File: config.mk
export PLATFORM = sky130hd
export DESIGN_NAME = store_buffer
export DESIGN_NICKNAME = d
export VERILOG_FILES = /design/src/rtl/store_buffer_pkg.sv /design/src/rtl/store_buffer.sv
export SDC_FILE = /design/constraint.sdc
export NUM_CORES = 1
export LEC_CHECK = 0
export CORE_AREA = 2 2 126 220
export CTS_CLUSTER_DIAMETER = 120
export DETAILED_ROUTE_END_ITERATION = 10
export DIE_AREA = 0 0 128 222
export DONT_BUFFER_PORTS = 1
export PLACE_DENSITY = 0.84
export SETUP_SLACK_MARGIN = 0.5
export SLEW_MARGIN = 0
export SYNTH_ARGS = -nofsm -noshare
export SYNTH_HDL_FRONTEND = slang
export SYNTH_SLANG_ARGS = --single-unit
export TNS_END_PERCENT = 20
File: constraint.sdc
create_clock -name clk -period 5.04 [get_ports clk]
set_input_delay 0.252 -clock clk [delete_from_list [all_inputs] [get_ports clk]]
set_output_delay 0.252 -clock clk [all_outputs]
set_load 0.02 [all_outputs]
File: src/rtl/store_buffer_pkg.sv
// Shared types and helpers for the posted-write store buffer.
// The merge helper is kept here so that load-forwarding logic can reuse
// exactly the same byte-lane combining rule as store coalescing.
package store_buffer_pkg;

    localparam int SB_DEPTH  = 4;
    localparam int SB_ADDR_W = 32;

    // One buffered store: word address, lane-aligned data, byte enables.
    typedef struct packed {
        logic [SB_ADDR_W-3:0] word_addr;
        logic [31:0]          data;
        logic [3:0]           bwe;
    } sb_entry_t;

    // Result of combining a newer store into an older one.
    typedef struct packed {
        logic [31:0] data;
        logic [3:0]  bwe;
    } sb_merge_t;

    // Newer bytes win wherever the newer store enables them; enables are ORed.
    function automatic sb_merge_t sb_merge(input logic [31:0] old_data,
                                           input logic [3:0]  old_bwe,
                                           input logic [31:0] new_data,
                                           input logic [3:0]  new_bwe);
        sb_merge_t r;
        r.bwe = old_bwe | new_bwe;
        for (int b = 0; b < 4; b++) begin
            r.data[8*b +: 8] = new_bwe[b] ? new_data[8*b +: 8] : old_data[8*b +: 8];
        end
        return r;
    endfunction

endpackage

File: src/rtl/store_buffer.sv
// Four-entry posted-write buffer between the store formatter and the
// data-memory write port. Same-word stores merge into the youngest entry
// (never the head, so an in-flight handshake stays stable), entries drain in
// order, and loads that hit a pending word are flagged for a stall.
module store_buffer
    import store_buffer_pkg::*;
#(
    parameter int DEPTH  = SB_DEPTH,
    parameter int ADDR_W = SB_ADDR_W
) (
    input  logic              clk,
    input  logic              rst_n,
    input  logic              in_valid,
    output logic              in_ready,
    input  logic [ADDR_W-1:0] in_addr,
    input  logic [31:0]       in_data,
    input  logic [3:0]        in_bwe,
    output logic              mem_valid,
    input  logic              mem_ready,
    output logic [ADDR_W-1:0] mem_addr,
    output logic [31:0]       mem_data,
    output logic [3:0]        mem_bwe,
    input  logic [ADDR_W-1:0] ld_addr,
    output logic              ld_hazard,
    output logic              empty
);

    localparam int PTR_W = $clog2(DEPTH);
    localparam int CNT_W = PTR_W + 1;
    localparam logic [CNT_W-1:0] FULL_CNT = CNT_W'(DEPTH);
    localparam logic [CNT_W-1:0] TWO_CNT  = CNT_W'(2);

    logic [ADDR_W-3:0] ent_addr [DEPTH];
    logic [31:0]       ent_data [DEPTH];
    logic [3:0]        ent_bwe  [DEPTH];

    logic [PTR_W-1:0]  head;
    logic [PTR_W-1:0]  tail;
    logic [CNT_W-1:0]  count;

    logic [PTR_W-1:0]  youngest;
    logic              accept;
    logic              coalesce;
    logic              alloc;
    logic              pop;
    sb_merge_t         merged;

    // Byte-offset bits of both addresses are deliberately ignored.
    logic              unused_addr_bits;
    assign unused_addr_bits = ^{in_addr[1:0], ld_addr[1:0]};

    // Status flags come straight from the registered count, no ready bypass.
    assign empty     = (count == '0);
    assign mem_valid = !empty;
    assign in_ready  = (count != FULL_CNT);

    assign mem_addr  = {ent_addr[head], 2'b00};
    assign mem_data  = ent_data[head];
    assign mem_bwe   = ent_bwe[head];

    // Classify this cycle's store as drop, coalesce or allocate, and detect a pop.
    always_comb begin
        youngest = tail - 1'b1;
        accept   = in_valid && in_ready;
        coalesce = accept && (in_bwe != 4'b0000) && (count >= TWO_CNT) &&
                   (ent_addr[youngest] == in_addr[ADDR_W-1:2]);
        alloc    = accept && (in_bwe != 4'b0000) && !coalesce;
        pop      = mem_valid && mem_ready;
        merged   = sb_merge(ent_data[youngest], ent_bwe[youngest], in_data, in_bwe);
    end

    // Conservative load hazard: any valid entry holding the load's word.
    always_comb begin
        logic [PTR_W-1:0] offset;
        ld_hazard = 1'b0;
        offset    = '0;
        for (int i = 0; i < DEPTH; i++) begin
            offset = PTR_W'(i) - head;
            if (({1'b0, offset} < count) && (ent_addr[i] == ld_addr[ADDR_W-1:2])) begin
                ld_hazard = 1'b1;
            end
        end
    end

    // Queue storage, pointers and occupancy count.
    always_ff @(posedge clk or negedge rst_n) begin
        if (!rst_n) begin
            head  <= '0;
            tail  <= '0;
            count <= '0;
            for (int i = 0; i < DEPTH; i++) begin
                ent_addr[i] <= '0;
                ent_data[i] <= '0;
                ent_bwe[i]  <= '0;
            end
        end else begin
            if (alloc) begin
                ent_addr[tail] <= in_addr[ADDR_W-1:2];
                ent_data[tail] <= in_data;
                ent_bwe[tail]  <= in_bwe;
                tail           <= tail + 1'b1;
            end else if (coalesce) begin
                ent_data[youngest] <= merged.data;
                ent_bwe[youngest]  <= merged.bwe;
            end
            if (pop) begin
                head <= head + 1'b1;
            end
            case ({alloc, pop})
                2'b10:   count <= count + 1'b1;
                2'b01:   count <= count - 1'b1;
                default: count <= count;
            endcase
        end
    end

endmodule

Yosys cells after proc, flatten, opt, wreduce, memory -nomap -nowiden
Index checks and enable logic that the tools add are counted.
{ "totals": {"regBits": 271, "inputBits": 104, "word_cells": 110} }
{ "classes": {"n_addsub": 9, "n_lt_le_gt_ge": 10, "n_eq_ne": 8, "mux": 46, "n_bitwise": 4, "reduce_logical": 18} }
{ "op_table": {"columns": ["operator", "n"], "rows": [
  ["$bwmux W128", 2],
  ["$mux W128", 2],
  ["$mux W32", 6],
  ["$eq A30 B30 Y1", 5],
  ["$mux W30", 5],
  ["$bmux W32 S2", 2],
  ["$demux W32 S2", 2],
  ["$bmux W30 S2", 2],
  ["$bwmux W120", 1],
  ["$demux W30 S2", 1],
  ["$bwmux W16", 2],
  ["$mux W16", 2],
  ["$mux W8", 4],
  ["$mux W4", 6],
  ["$bmux W4 S2", 2],
  ["$demux W4 S2", 2],
  ["$logic_and A1 B1 Y1", 12],
  ["$lt A2 B3 Y1", 4],
  ["$ge A3 B3 Y1 const B", 3],
  ["$not A2 Y3", 3],
  ["$lt A3 B1 Y1 const B", 2],
  ["$pmux W3 S2", 1],
  ["$add A2 B1 Y2 const B", 2],
  ["$mux W1", 4],
  ["other kinds (14)", 18]
]} }

Logic depth before layout (Yosys ltp)
{ "logic_depth": {"ltp_word": 11, "mapped_depth": 22, "depth_no_buf": 14} }

Least setup slack after synthesis
OpenSTA, ideal clock, no wires.
{ "synth_timing": {"path_type": "register to register", "from": "register tail[0]", "to": "register count[2]", "setup_ns": 0.079, "arrival_ns": 4.375, "path_slack_ns": 0.586, "path_stages_with_launch": 21, "path_buffers": 7, "path_cell_list": "dfrtp_1 > buf_6 > buf_2 > inv_1 > ha_1 > buf_2 > buf_4 > mux2_1 > a2111oi_0 > o2111a_1 > and4b_1 > buf_2 > buf_4 > buf_2 > nand2b_1 > ha_1 > inv_1 > fa_1 > xor2_1 > nor2_1 > xor2_1"} }
{ "synth_via": {"elab_chain_len": 11} }
{ "synth_rtl": {"columns": ["item", "line", "rtl"], "rows": [
  ["start: declaration", "store_buffer.sv:38", "logic [PTR_W-1:0] tail;"],
  ["start signal: assignment", "store_buffer.sv:101", "tail <= tail + 1'b1;"],
  ["$sub A2 B1 Y2 *", "store_buffer.sv:63", "youngest = tail - 1'b1;"],
  ["net youngest[0]", "store_buffer.sv:41", "logic [PTR_W-1:0] youngest;"],
  ["$not A2 Y3 (not written as such) *", "store_buffer.sv:66", "(ent_addr[youngest] == in_addr[ADDR_W-1:2]);"],
  ["$bmux W30 S2 *", "store_buffer.sv:66", null],
  ["$mux W30 (not written as such) * (2 in series)", "store_buffer.sv:66", null],
  ["$eq A30 B30 Y1 *", "store_buffer.sv:66", null],
  ["$logic_and A1 B1 Y1 *", "store_buffer.sv:65", "coalesce = accept && (in_bwe != 4'b0000) && (count >= TWO_CNT) &&"],
  ["$logic_not A1 Y1 *", "store_buffer.sv:67", "alloc = accept && (in_bwe != 4'b0000) && !coalesce;"],
  ["$logic_and A1 B1 Y1 *", "store_buffer.sv:67", null],
  ["$eq A2 B1 Y1 / $eq A2 B2 Y1 (equally long branches)", "store_buffer.sv:109", "case ({alloc, pop})"],
  ["$pmux W3 S2 / $reduce_bool A2 Y1 (equally long branches)", null, null],
  ["end signal: assignment", "store_buffer.sv:110", "2'b10: count <= count + 1'b1;"],
  ["end signal: assignment", "store_buffer.sv:111", "2'b01: count <= count - 1'b1;"],
  ["end signal: assignment", "store_buffer.sv:112", "default: count <= count;"],
  ["end: declaration", "store_buffer.sv:39", "logic [CNT_W-1:0] count;"]
]} }
Mark *: on every way through the listed nets, which the timed path passes. The rest lies on a longest branch. The select of a mux whose other input is x is not followed.
A chain may end at the register's enable or synchronous reset.

Worst setup path in the final report
{ "layout_timing": {"from": "register tail[1]", "to": "register ent_data[119] (netlist name)"} }
{ "layout_via": {"elab_chain_len": 10} }
{ "layout_rtl": {"columns": ["item", "line", "rtl"], "rows": [
  ["$sub A2 B1 Y2", "store_buffer.sv:63", null],
  ["$not A2 Y3 (not written as such)", "store_buffer.sv:66, store_buffer.sv:69, store_buffer.sv:103", null],
  ["$bmux W30 S2", "store_buffer.sv:66", null],
  ["$mux W30 (not written as such) (2 in series)", "store_buffer.sv:66", null],
  ["$eq A30 B30 Y1", "store_buffer.sv:66", null],
  ["$logic_and A1 B1 Y1", "store_buffer.sv:65", null],
  ["$logic_not A1 Y1", "store_buffer.sv:67", null],
  ["$logic_and A1 B1 Y1", "store_buffer.sv:67", null],
  ["$mux W128 / $reduce_bool A2 Y1 (equally long branches)", null, null],
  ["end signal: indexed assignment", "store_buffer.sv:99", "ent_data[tail] <= in_data;"],
  ["end signal: indexed assignment", "store_buffer.sv:103", "ent_data[youngest] <= merged.data;"],
  ["end: declaration", "store_buffer.sv:34", "logic [31:0] ent_data [DEPTH];"]
]} }
Parallel ways exist; a longest one is shown, timed or not. The select of a mux whose other input is x is not followed.

==> impl_metrics.env <==
export IMPL_synthDistinctLibCells=50
export IMPL_synthesis_area_um2=17100
export IMPL_clockPowerShare_pct=14.0
export IMPL_path_class="flip-flop to flip-flop"
export IMPL_grt_start_max_net_pins=272
export IMPL_wl_per_cell_um=33.2
export IMPL_hold_path_class="primary input to asynchronous set/reset pin"
export IMPL_clk_pin_slew_ns=0.06
export IMPL_die_x_um=128
export IMPL_antenna_found_initial=0
export IMPL_worst_path_max_delay_cell="a2111oi_0"
export IMPL_grt_pass1_vias=13200
export IMPL_rsz0062_at_grt="no"
export IMPL_cpMostUsedCell="buf_4"
export IMPL_cts_root_buf="clkbuf_16"
export IMPL_fin_ws_ns=0.666
export IMPL_finClkSkew_ns=0.0142
export IMPL_synth_edf_count=0
export IMPL_nNetsFinal=1406
export IMPL_clock_sinks=271
export IMPL_numCtsBuffers=26
export IMPL_pwr_share_seq_pct=31.2
export IMPL_final_cell_mix="dfrtp_1 (268), o221a_1 (144), mux4_2 (123), mux2_1 (122), or3_1 (109)"
export IMPL_cp_start_kind="flip-flop"
export IMPL_place_ws_ns=0.554
export IMPL_first_iter_violations=1077
export IMPL_power_internal_mw=8.22
export IMPL_layout_drive_gt1_share_pct=19.0
export IMPL_postSynth_asyncResetShare_pct=100
export IMPL_comb_power_share_pct=54.8
export IMPL_cp_data_arrival_time_ns=4.80
export IMPL_avgSynthCellArea_um2=13.2
export IMPL_drt_pass1_iter_count=5
export IMPL_slew_headroom_pct=33.2
export IMPL_avgViaCountPerCell=7.67
export IMPL_drv_cap=0
export IMPL_top_level_ports=176
export IMPL_final_common_cell="dfrtp_1"
export IMPL_setup_tns_final_ns=0
export IMPL_port_buffers=0
export IMPL_r2r_start="tail[1]"
export IMPL_crit_chain="inv_1 -> ha_4 -> buf_4 -> mux2i_1 -> a22o_1 -> a2111oi_0 -> o2111a_1 -> and4b_2 -> buf_4 -> nor2_4 -> a31o_2 -> buf_12 -> o221a_1"
export IMPL_htreeDepth=1
export IMPL_path_max_fanout=29
export IMPL_critPathCaptureType="flip-flop"
export IMPL_slowest_delay_ns=0.70
export IMPL_hold_buffers=67
export IMPL_setup_viol=0
export IMPL_initial_core_util_pct=64.4
export IMPL_leakagePower_nw=6.82
export IMPL_synthFlopType="dfrtp_1"
export IMPL_ys_seq_area_share_pct=39.8
export IMPL_worst_path_buf_inv=4
export IMPL_p_sw_mw=6.36
export IMPL_status="complete, but fails checks"
export IMPL_maxSlewViolCount=0
export IMPL_tritoncts="yes"
export IMPL_powerDensity_nw_per_um2=779
export IMPL_dr_total_vias=12500
export IMPL_synth_seq_cells=271
export IMPL_ant_nets=0
export IMPL_area_growth_syn_to_layout_pct=9.78
export IMPL_critical_path_top_delay_family="compound AO/OA/AOI/OAI gates"
export IMPL_die_h_um=222
export IMPL_synthCells=1292
export IMPL_drc=0
export IMPL_grt_pass1_wl_um=83000
export IMPL_grt_overflow=0
export IMPL_die_area_um2=28400
export IMPL_violations="hold timing"
export IMPL_cts_buffer_depth=3
export IMPL_clock_latency_ns=0.55
export IMPL_p_sw_share_pct=43.6
export IMPL_gp_congestion=0.995
export IMPL_core_um2=26500
export IMPL_synth_warnings=0
export IMPL_dp_hpwl_um=33100
export IMPL_num_rows=79
export IMPL_hold_ws_ns=-0.599
export IMPL_fin_crit_sh_pct=86.8
export IMPL_hold_violations=271
export IMPL_totalWireLength_um=54200
export IMPL_grtUsageTotal_pct=38.7
export IMPL_worst_pin_slew_ns=1.00
export IMPL_required_ns=5.47
export IMPL_ir_worst_vdd_uv=417
export IMPL_period_minus_slack_ns=4.37
export IMPL_critPathLaunch="tail[1]"
export IMPL_max_freq_mhz=229
-- cells by family after synthesis --
logic type,count (synthesis),synth area share [%]
buffers and inverters,138,4.03
adder cells (fa/ha/maj),13,0.998
other,1,0.0220
multiplexers,297,27.6
AO/OA/AOI/OAI,186,11.4
XOR/XNOR,155,7.96
flip-flops,271,39.8
AND/OR/NAND/NOR,231,8.25
-- power by group through the flow --
stage | combinational, mW | sequential, mW | clock [mW]
detailed placement | 7.67 | 4.55 | 0
floorplan | 6.21 | 4.01 | 0
finish | 7.98 | 4.55 | 2.05
global route | 8.32 | 4.71 | 2.15
global placement | 7.56 | 4.44 | 0
CTS | 7.80 | 4.52 | 2.06
-- final cells by class --
| class | count | area, um^2 |
|---|---|---|
| fill | 1812 | 7770 |
| multi-input combinational | 884 | 9640 |
| clock buffer | 40 | 815 |
| inverter | 11 | 41.3 |
| clock inverter | 7 | 68.8 |
| tap | 324 | 405 |
| sequential | 271 | 6790 |
| antenna | 1 | 2.50 |
| timing repair buffer | 95 | 955 |
-- synth_stat cells, types with 4 or more instances --
cell type / number / area, um^2
nand4_1: 22 / 138
buf_1: 8 / 30.0
a31o_2: 4 / 35.0
nand2_1: 10 / 37.5
mux4_2: 123 / 2770
buf_4: 9 / 67.6
inv_1: 11 / 41.3
o2111ai_1: 5 / 43.8
and3_1: 5 / 31.3
mux2i_1: 19 / 190
clkbuf_1: 76 / 285
or3_1: 109 / 682
buf_2: 19 / 95.1
ha_1: 12 / 150
mux2_1: 122 / 1370
nor4_1: 18 / 113
xnor2_1: 99 / 867
buf_6: 15 / 169
nor2_1: 11 / 41.3
xor2_1: 56 / 490
or2_2: 4 / 25.0
dfrtp_1: 271 / 6780
nand3_1: 5 / 25.0
mux2_2: 33 / 372
o221a_1: 144 / 1620
a21oi_1: 9 / 45.0
nand2b_1: 39 / 244
-- per-layer routing --
metal / wire (um) / track usage [%] / up-vias
met5: 0 / 0 / -
met2: 27200 / 65.1 / 852
met4: 4580 / 25.6 / 0
li1: - / - / 5070
met1: 17700 / 44.9 / 6390
met3: 4780 / 6.95 / 211
-- final timing paths --
path,endpoint,slack [ns],cells after the start
setup / recovery,ent_data[119],0.67,13
setup reg to reg,ent_data[119],0.67,13
max in group asynchronous,ent_data[9],4.84,0
min in group clk,ent_data[80],0.01,2
hold / removal,ent_addr[49],-0.60,0
hold reg to reg,ent_addr[79],0.56,1
-- registers in the layout (all words and copies together) (netlist names) --
signal    count
head          2
ent_bwe      16
count         3
ent_data    128
tail          2
ent_addr    120
-- stage by stage --
step | instance area, um^2 | instances | hold slack [ns] | power, mW | utilization (%)
final | 18700 | 1633 | -0.599 | 14.6 | 70.7
after global routing | 18700 | 1632 | -0.615 | 15.2 | 70.7
after CTS | 18700 | 1631 | -0.616 | 14.4 | 70.6
after detailed placement | 17100 | 1517 | -0.0363 | 12.2 | 64.7
after global placement | 17100 | 1517 | -0.0337 | 12.0 | 64.7
after floorplan | 17100 | 1293 | -0.0436 | 10.2 | -
-- worst reg2reg max path, cell delays in order, from the launching register on --
cell       delay, ns
dfrtp_1         0.42
inv_1           0.15
ha_4            0.48
buf_4           0.32
mux2i_1         0.14
a22o_1          0.24
a2111oi_0       0.70
o2111a_1        0.25
and4b_2         0.26
buf_4           0.35
nor2_4          0.08
a31o_2          0.36
buf_12          0.23
o221a_1         0.27
-- what timing repair did --
item,CTS,global route
endpoints found under the hold margin,533,271
setup buffers,0,1
resized for setup,0,2
setup endpoints to repair,0,85
Note: power is estimated with default switching activity, not from simulation.
